--- config.mk ---
export PLATFORM = sky130hd
export DESIGN_NAME = adder_serial_8bit
export DESIGN_NICKNAME = d
export VERILOG_FILES = /design/src/rtl/adder_serial_8bit.sv
export SDC_FILE = /design/constraint.sdc
export NUM_CORES = 1
export LEC_CHECK = 0
export CELL_PAD_IN_SITES_DETAIL_PLACEMENT = 2
export CELL_PAD_IN_SITES_GLOBAL_PLACEMENT = 2
export CORE_UTILIZATION = 30
export DETAILED_ROUTE_END_ITERATION = 10
export PLACE_DENSITY = 0.81
export SYNTH_ARGS = -nofsm -noshare
export SYNTH_HDL_FRONTEND = slang
export SYNTH_SLANG_ARGS = --single-unit
--- constraint.sdc ---
create_clock -name clk -period 2.13 [get_ports clk]
set_clock_uncertainty 0.1 [all_clocks]
set_input_delay 0.213 -clock clk [delete_from_list [all_inputs] [get_ports clk]]
set_output_delay 0.213 -clock clk [all_outputs]
set_load 0.01 [all_outputs]
--- src/rtl/adder_serial_8bit.sv ---
// Bit-serial 8-bit adder with carry-in: one bit per clock, LSB first, through a single carry flop.
// Operands are captured on start; sum/co/v/z are registered and held until the next operation completes.
module adder_serial_8bit (
  input  logic       clk,
  input  logic       rst,
  input  logic       start,
  input  logic [7:0] a,
  input  logic [7:0] b,
  input  logic       ci,
  output logic       busy,
  output logic       done,
  output logic [7:0] sum,
  output logic       co,
  output logic       v,
  output logic       z
);

  typedef enum logic [1:0] {IDLE, RUN, DONE} state_t;

  state_t     state_q, state_d;
  logic [7:0] ra_q, ra_d;
  logic [7:0] rb_q, rb_d;
  logic       carry_q, carry_d;
  logic [2:0] cnt_q, cnt_d;
  logic [7:0] part_q, part_d;
  logic       sa_q, sa_d;
  logic       sb_q, sb_d;
  logic [7:0] sum_q, sum_d;
  logic       co_q, co_d;
  logic       v_q, v_d;
  logic       z_q, z_d;
  logic       s_bit;

  always_comb begin
    state_d = state_q;
    ra_d    = ra_q;
    rb_d    = rb_q;
    carry_d = carry_q;
    cnt_d   = cnt_q;
    part_d  = part_q;
    sa_d    = sa_q;
    sb_d    = sb_q;
    sum_d   = sum_q;
    co_d    = co_q;
    v_d     = v_q;
    z_d     = z_q;
    s_bit   = ra_q[0] ^ rb_q[0] ^ carry_q;

    case (state_q)
      IDLE: begin
        if (start) begin
          ra_d    = a;
          rb_d    = b;
          carry_d = ci;
          cnt_d   = '0;
          part_d  = '0;
          sa_d    = a[7];
          sb_d    = b[7];
          state_d = RUN;
        end
      end
      RUN: begin
        carry_d = (ra_q[0] & rb_q[0]) | (ra_q[0] & carry_q) | (rb_q[0] & carry_q);
        ra_d    = {1'b0, ra_q[7:1]};
        rb_d    = {1'b0, rb_q[7:1]};
        part_d  = {s_bit, part_q[7:1]};
        cnt_d   = cnt_q + 3'd1;
        // The edge that shifts in bit 7 also publishes the finished result.
        if (cnt_q == 3'd7) begin
          sum_d   = part_d;
          co_d    = carry_d;
          v_d     = (sa_q == sb_q) && (part_d[7] != sa_q);
          z_d     = (part_d == 8'h00);
          state_d = DONE;
        end
      end
      DONE: begin
        state_d = IDLE;
      end
      default: begin
        state_d = IDLE;
      end
    endcase
  end

  always_ff @(posedge clk) begin
    if (rst) begin
      state_q <= IDLE;
      ra_q    <= '0;
      rb_q    <= '0;
      carry_q <= 1'b0;
      cnt_q   <= '0;
      part_q  <= '0;
      sa_q    <= 1'b0;
      sb_q    <= 1'b0;
      sum_q   <= '0;
      co_q    <= 1'b0;
      v_q     <= 1'b0;
      z_q     <= 1'b0;
    end else begin
      state_q <= state_d;
      ra_q    <= ra_d;
      rb_q    <= rb_d;
      carry_q <= carry_d;
      cnt_q   <= cnt_d;
      part_q  <= part_d;
      sa_q    <= sa_d;
      sb_q    <= sb_d;
      sum_q   <= sum_d;
      co_q    <= co_d;
      v_q     <= v_d;
      z_q     <= z_d;
    end
  end

  assign busy = (state_q != IDLE);
  assign done = (state_q == DONE);
  assign sum  = sum_q;
  assign co   = co_q;
  assign v    = v_q;
  assign z    = z_q;

endmodule

-- Word level (Yosys, flattened, before mapping)
Index checks and enable logic that the tools add are counted.
W data, S select, Z words.
- bitwise logic cells: 7
- multiplexer cells: 13
- add/subtract/negate cells: 1
- reduce and logical (&&, ||, !) cells: 9
- equality and inequality tests: 7
- operators with widths (kind ; count):
    $pmux W8 S2 ; 3
    $mux W8 ; 3
    $logic_not A8 Y1 ; 1
    $reduce_and A2 Y1 ; 4
    $pmux W3 S2 ; 1
    $mux W2 ; 2
    $ne A2 B2 Y1 const B ; 2
    $pmux W2 S2 ; 1
    $reduce_bool A2 Y1 ; 2
    $add A3 B1 Y3 const B ; 1
    $and A1 B1 Y1 ; 3
    $eq A3 B3 Y1 const B ; 1
    $mux W3 ; 1
    $eq A2 B1 Y1 const B ; 1
    $eq A2 B2 Y1 const B ; 1
    $logic_not A2 Y1 ; 1
    $or A1 B1 Y1 ; 2
    $pmux W1 S2 ; 1
    $xor A1 B1 Y1 ; 2
    $eq A1 B1 Y1 ; 1
    $logic_and A1 B1 Y1 ; 1
    $mux W1 ; 1
    $ne A1 B1 Y1 ; 1
- word-level logic and storage cells: 49
- bits of input ports: 20
- output and inout port bits: 13
- register bits after elaboration: 43

-- Longest topological paths before layout
- word-level depth: 4
- mapped depth: 6
- gate-level depth less buffers: 5

-- Worst setup path after synthesis
No wires, ideal clock.
- path type: reg-to-reg
- from: register ra_q[0]
- to: register v_q (netlist: v)
- cell stages (with the launch flop): 4
- required time: 1.939 ns
- arrival time: 1.568 ns
- setup slack: 0.371 ns
- path buffers: 0
- clock period less this slack: 1.759 ns
- cells stage by stage: dfxtp_1 fa_1 or3b_2 a311oi_1
- word-level cells in the longest chain between the ends: 4
- RTL lines (what ; line ; source):
    start: declaration ; 21 ; logic [7:0] ra_q, ra_d;
    start signal: assignment ; 102 ; ra_q <= ra_d;
    $xor A1 B1 Y1 (2 in a row) ; 47 ; s_bit = ra_q[0] ^ rb_q[0] ^ carry_q;
    via s_bit ; 32 ; logic s_bit;
    $ne A1 B1 Y1 ; 72 ; v_d = (sa_q == sb_q) && (part_d[7] != sa_q);
    $logic_and A1 B1 Y1 ; 72 ;
    end signal: assignment ; 111 ; v_q <= v_d;
    end: declaration ; 30 ; logic v_q, v_d;
The timed path passes the listed nets, and every way through them passes these cells.
A chain may end at the register's enable or synchronous reset.

-- Worst setup path after layout
- from: register state_q[0]
- to: output busy
- word-level cells in the longest chain between the ends: 1
- RTL lines (what ; line ; source):
    start: declaration ; 20 ; state_t state_q, state_d;
    start signal: assignment ; 101 ; state_q <= state_d;
    $reduce_bool A2 Y1 ; 116 ; assign busy = (state_q != IDLE);
    end: declaration ; 10 ; output logic busy,
No other way between the ends.

==> impl_metrics.tcl <==
set metrics [dict create \
    status "finished clean" \
    core_area_um2 5540 \
    period_minus_slack_ps 1870 \
    rsz0062_at_grt "false" \
    dp_hpwl_mm 2.91 \
    cp_top_family "flip-flops" \
    drt_iter0_drc 53 \
    holdBufCountCts 0 \
    cts_buffers 5 \
    synth_async_sr_flop_share 0 \
    synthesis.area_um2 1740 \
    cp.required_ps 1820 \
    die_h_um 78.1 \
    vdd_ir_drop_max_uv 217 \
    routed_wl_mm 4.29 \
    yosys.area_share.simple 0.197 \
    design.die.area_um2 6100 \
    grt_pass1_vias 1495 \
    tns_ps 0 \
    path_class "flop to output port" \
    clkTransAtPathRegs_ps 70 \
    p_comb_frac 0.128 \
    cp_slowest_cell "dfxtp_1" \
    maxSlewViolCount 0 \
    fin_nets 249 \
    post-cts-setup-buffers 0 \
    num_vias 1454 \
    netlist_instances 198 \
    dr.pass1.iters 4 \
    synthXorXnorAreaFrac 0 \
    power.leakage_nw 0.799 \
    muxShareOfSynthArea 0.0173 \
    finalSetupViolations 0 \
    yosys_warnings 0 \
    synth-edff-count 0 \
    synth_seq_cells 42 \
    clk_latency_ps 290 \
    yosys.area.top_type "dfxtp_1" \
    power.share.clock 0.316 \
    port-buffer-count 32 \
    finalWeightedCongestion 0.661 \
    grt-ovfl-total 0 \
    cp_cell_sequence "or2_2 > clkdlybuf4s50_1" \
    p_seq_frac 0.557 \
    period_share 0.878 \
    grt_max_degree 43 \
    cts_resized 0 \
    min_path_type "flop to flop" \
    max_stage_delay_ps 560 \
    synth_ff_type "dfxtp_1" \
    track_usage 0.155 \
    syn_avg_cell_area_um2 8.78 \
    place_ws_ps 294 \
    worst_pin_slew_ps 494 \
    end_kind "output port" \
    route.detailed.drc 0 \
    synth_fa_ha_area_frac 0.0259 \
    cts-htree-levels 2 \
    root_buffer "clkbuf_8" \
    hold-worst-slack_ps 359 \
    synth_top_family_by_area "compound AO/OA/AOI/OAI gates" \
    start_util 0.314 \
    synthDistinctLibCells 29 \
    syn_to_final_growth_pct 24.6 \
    ys_seq_area_frac 0.484 \
    synth.most_common_cell "dfxtp_1" \
    final_util 0.391 \
    grt_pass1_wl_mm 7.33 \
    fmax_mhz 535 \
    fp.dieW_um 78.1 \
    synthTopCellsByArea "dfxtp_1 48%, nand2_1 7.6%, a21oi_1 6.9%" \
    antennaDiodeCount 0 \
    antenna_found_initial 0 \
    ant_nets 0 \
    p_sw_uw 379 \
    total_power_mw 1.52 \
    cts_tree "built" \
    cap_violations 0 \
    via_per_inst 4.88 \
    synth_compound_area_frac 0.212 \
    relSlewSlack 0.670 \
    setup_ws_ps 260 \
    clk_path_buf_depth 2 \
    synth_top_area_frac 0.484 \
    intPower_mw 1.14 \
    io_pins 33 \
    critPathBufInv 1 \
    start_kind "flop" \
    drive_gt1_frac 0.0664 \
    synthTopCellsByCount "42 x dfxtp_1, 35 x nand2_1, 31 x nor2_1" \
    power_density_nw_per_um2 701 \
    final-hold-violation-count 0 \
    crit_arrival_ps 1560 \
    syn-num-nets 221 \
    wl_per_cell_um 14.4 \
    num_rows 27 \
    swShare 0.249 \
    crit_fanout 10 \
    clock-sinks 42 \
]
path summary, 6_finish.rpt:
kind,from,endpoint,slack (ps),depth (start not counted)
worst max-delay path,state_q[0]$_SDFFE_PP0P_,busy,260,2
worst min register to register,sum[4]$_SDFFE_PP0P_,sum[4]$_SDFFE_PP0P_,360,2
worst max register to register,ra_q[0]$_SDFFE_PP0P_,v$_SDFFE_PP0P_,280,3
worst min-delay path,sum[4]$_SDFFE_PP0P_,sum[4]$_SDFFE_PP0P_,360,2
through the flow:
step | area, µm² | cells
after floorplan | 1740 | 198
after CTS | 2170 | 298
final | 2170 | 298
after detailed placement | 2090 | 291
after global placement | 2090 | 291
after global routing | 2170 | 298
area by class of cell:
class / count / area, µm²
fillers: 647 / 3370
flip-flops and latches: 42 / 841
multi-input cells: 139 / 785
repair buffers: 37 / 370
well taps: 72 / 90.1
clock buffers: 7 / 76.3
inverters: 1 / 3.75
tightest hold or removal path, cell delays in order (launching register included):
cell and delay, ps:
dfxtp_1 310, nand2_1 50, a21oi_1 50
cells by family after synthesis:
logic type / count (synthesis)
and+or+nand+nor: 79
AOI/OAI and AO/OA: 54
DFF: 42
buffers and inverters: 17
muxes: 3
adders and majority gates: 3
placed cells by master, fill, tap and decap left out:
| master | Yosys | routed |
|---|---|---|
| a21oi_1 | 24 | 24 |
| and3b_1 | 1 | 1 |
| clkbuf_8 | 0 | 5 |
| o21ba_1 | 1 | 1 |
| buf_12 | 0 | 1 |
| buf_4 | 4 | 4 |
| o21bai_4 | 1 | 1 |
| ha_1 | 2 | 2 |
| nor3b_2 | 1 | 1 |
| or3b_2 | 1 | 1 |
| a311oi_2 | 1 | 1 |
| inv_1 | 1 | 1 |
| a22oi_1 | 11 | 11 |
| dfxtp_1 | 42 | 42 |
| nor2_1 | 31 | 31 |
| nor3_1 | 1 | 1 |
| nand3b_1 | 2 | 2 |
| and2b_1 | 1 | 1 |
| or2_2 | 1 | 1 |
| mux2i_1 | 3 | 3 |
| clkbuf_1 | 5 | 2 |
| nand2_1 | 35 | 35 |
| nand2b_1 | 1 | 1 |
| nor2b_1 | 1 | 1 |
| a211oi_1 | 15 | 15 |
| a311oi_1 | 1 | 1 |
| clkdlybuf4s50_1 | 0 | 32 |
| nand3_1 | 1 | 1 |
| nor4_1 | 2 | 2 |
| fa_1 | 1 | 1 |
registers in the layout, indices dropped and copies added (netlist names):
name     flops
carry_q      1
cnt_q        3
co           1
part_q       7
ra_q         8
rb_q         8
sa_q         1
sb_q         1
state_q      2
sum          8
v            1
z            1
routing by layer:
layer / vias to the layer above / global-route usage / share of wire
met5: - / 0 / 0
met2: 25 / 0.257 / 0.49
met3: 2 / 0.0372 / 0.029
met4: 0 / 0.0611 / 0.0095
li1: 734 / - / -
met1: 693 / 0.193 / 0.47
power groups by stage:
stage               clock network, mW  registers [mW]  logic [mW]
floorplan                           0           0.853       0.137
global placement                    0           0.862       0.191
detailed placement                  0           0.864       0.196
CTS                             0.502           0.846       0.198
global route                    0.536           0.851       0.218
finish                          0.480           0.846       0.194
No activity file was read; power rests on OpenSTA's default activity.
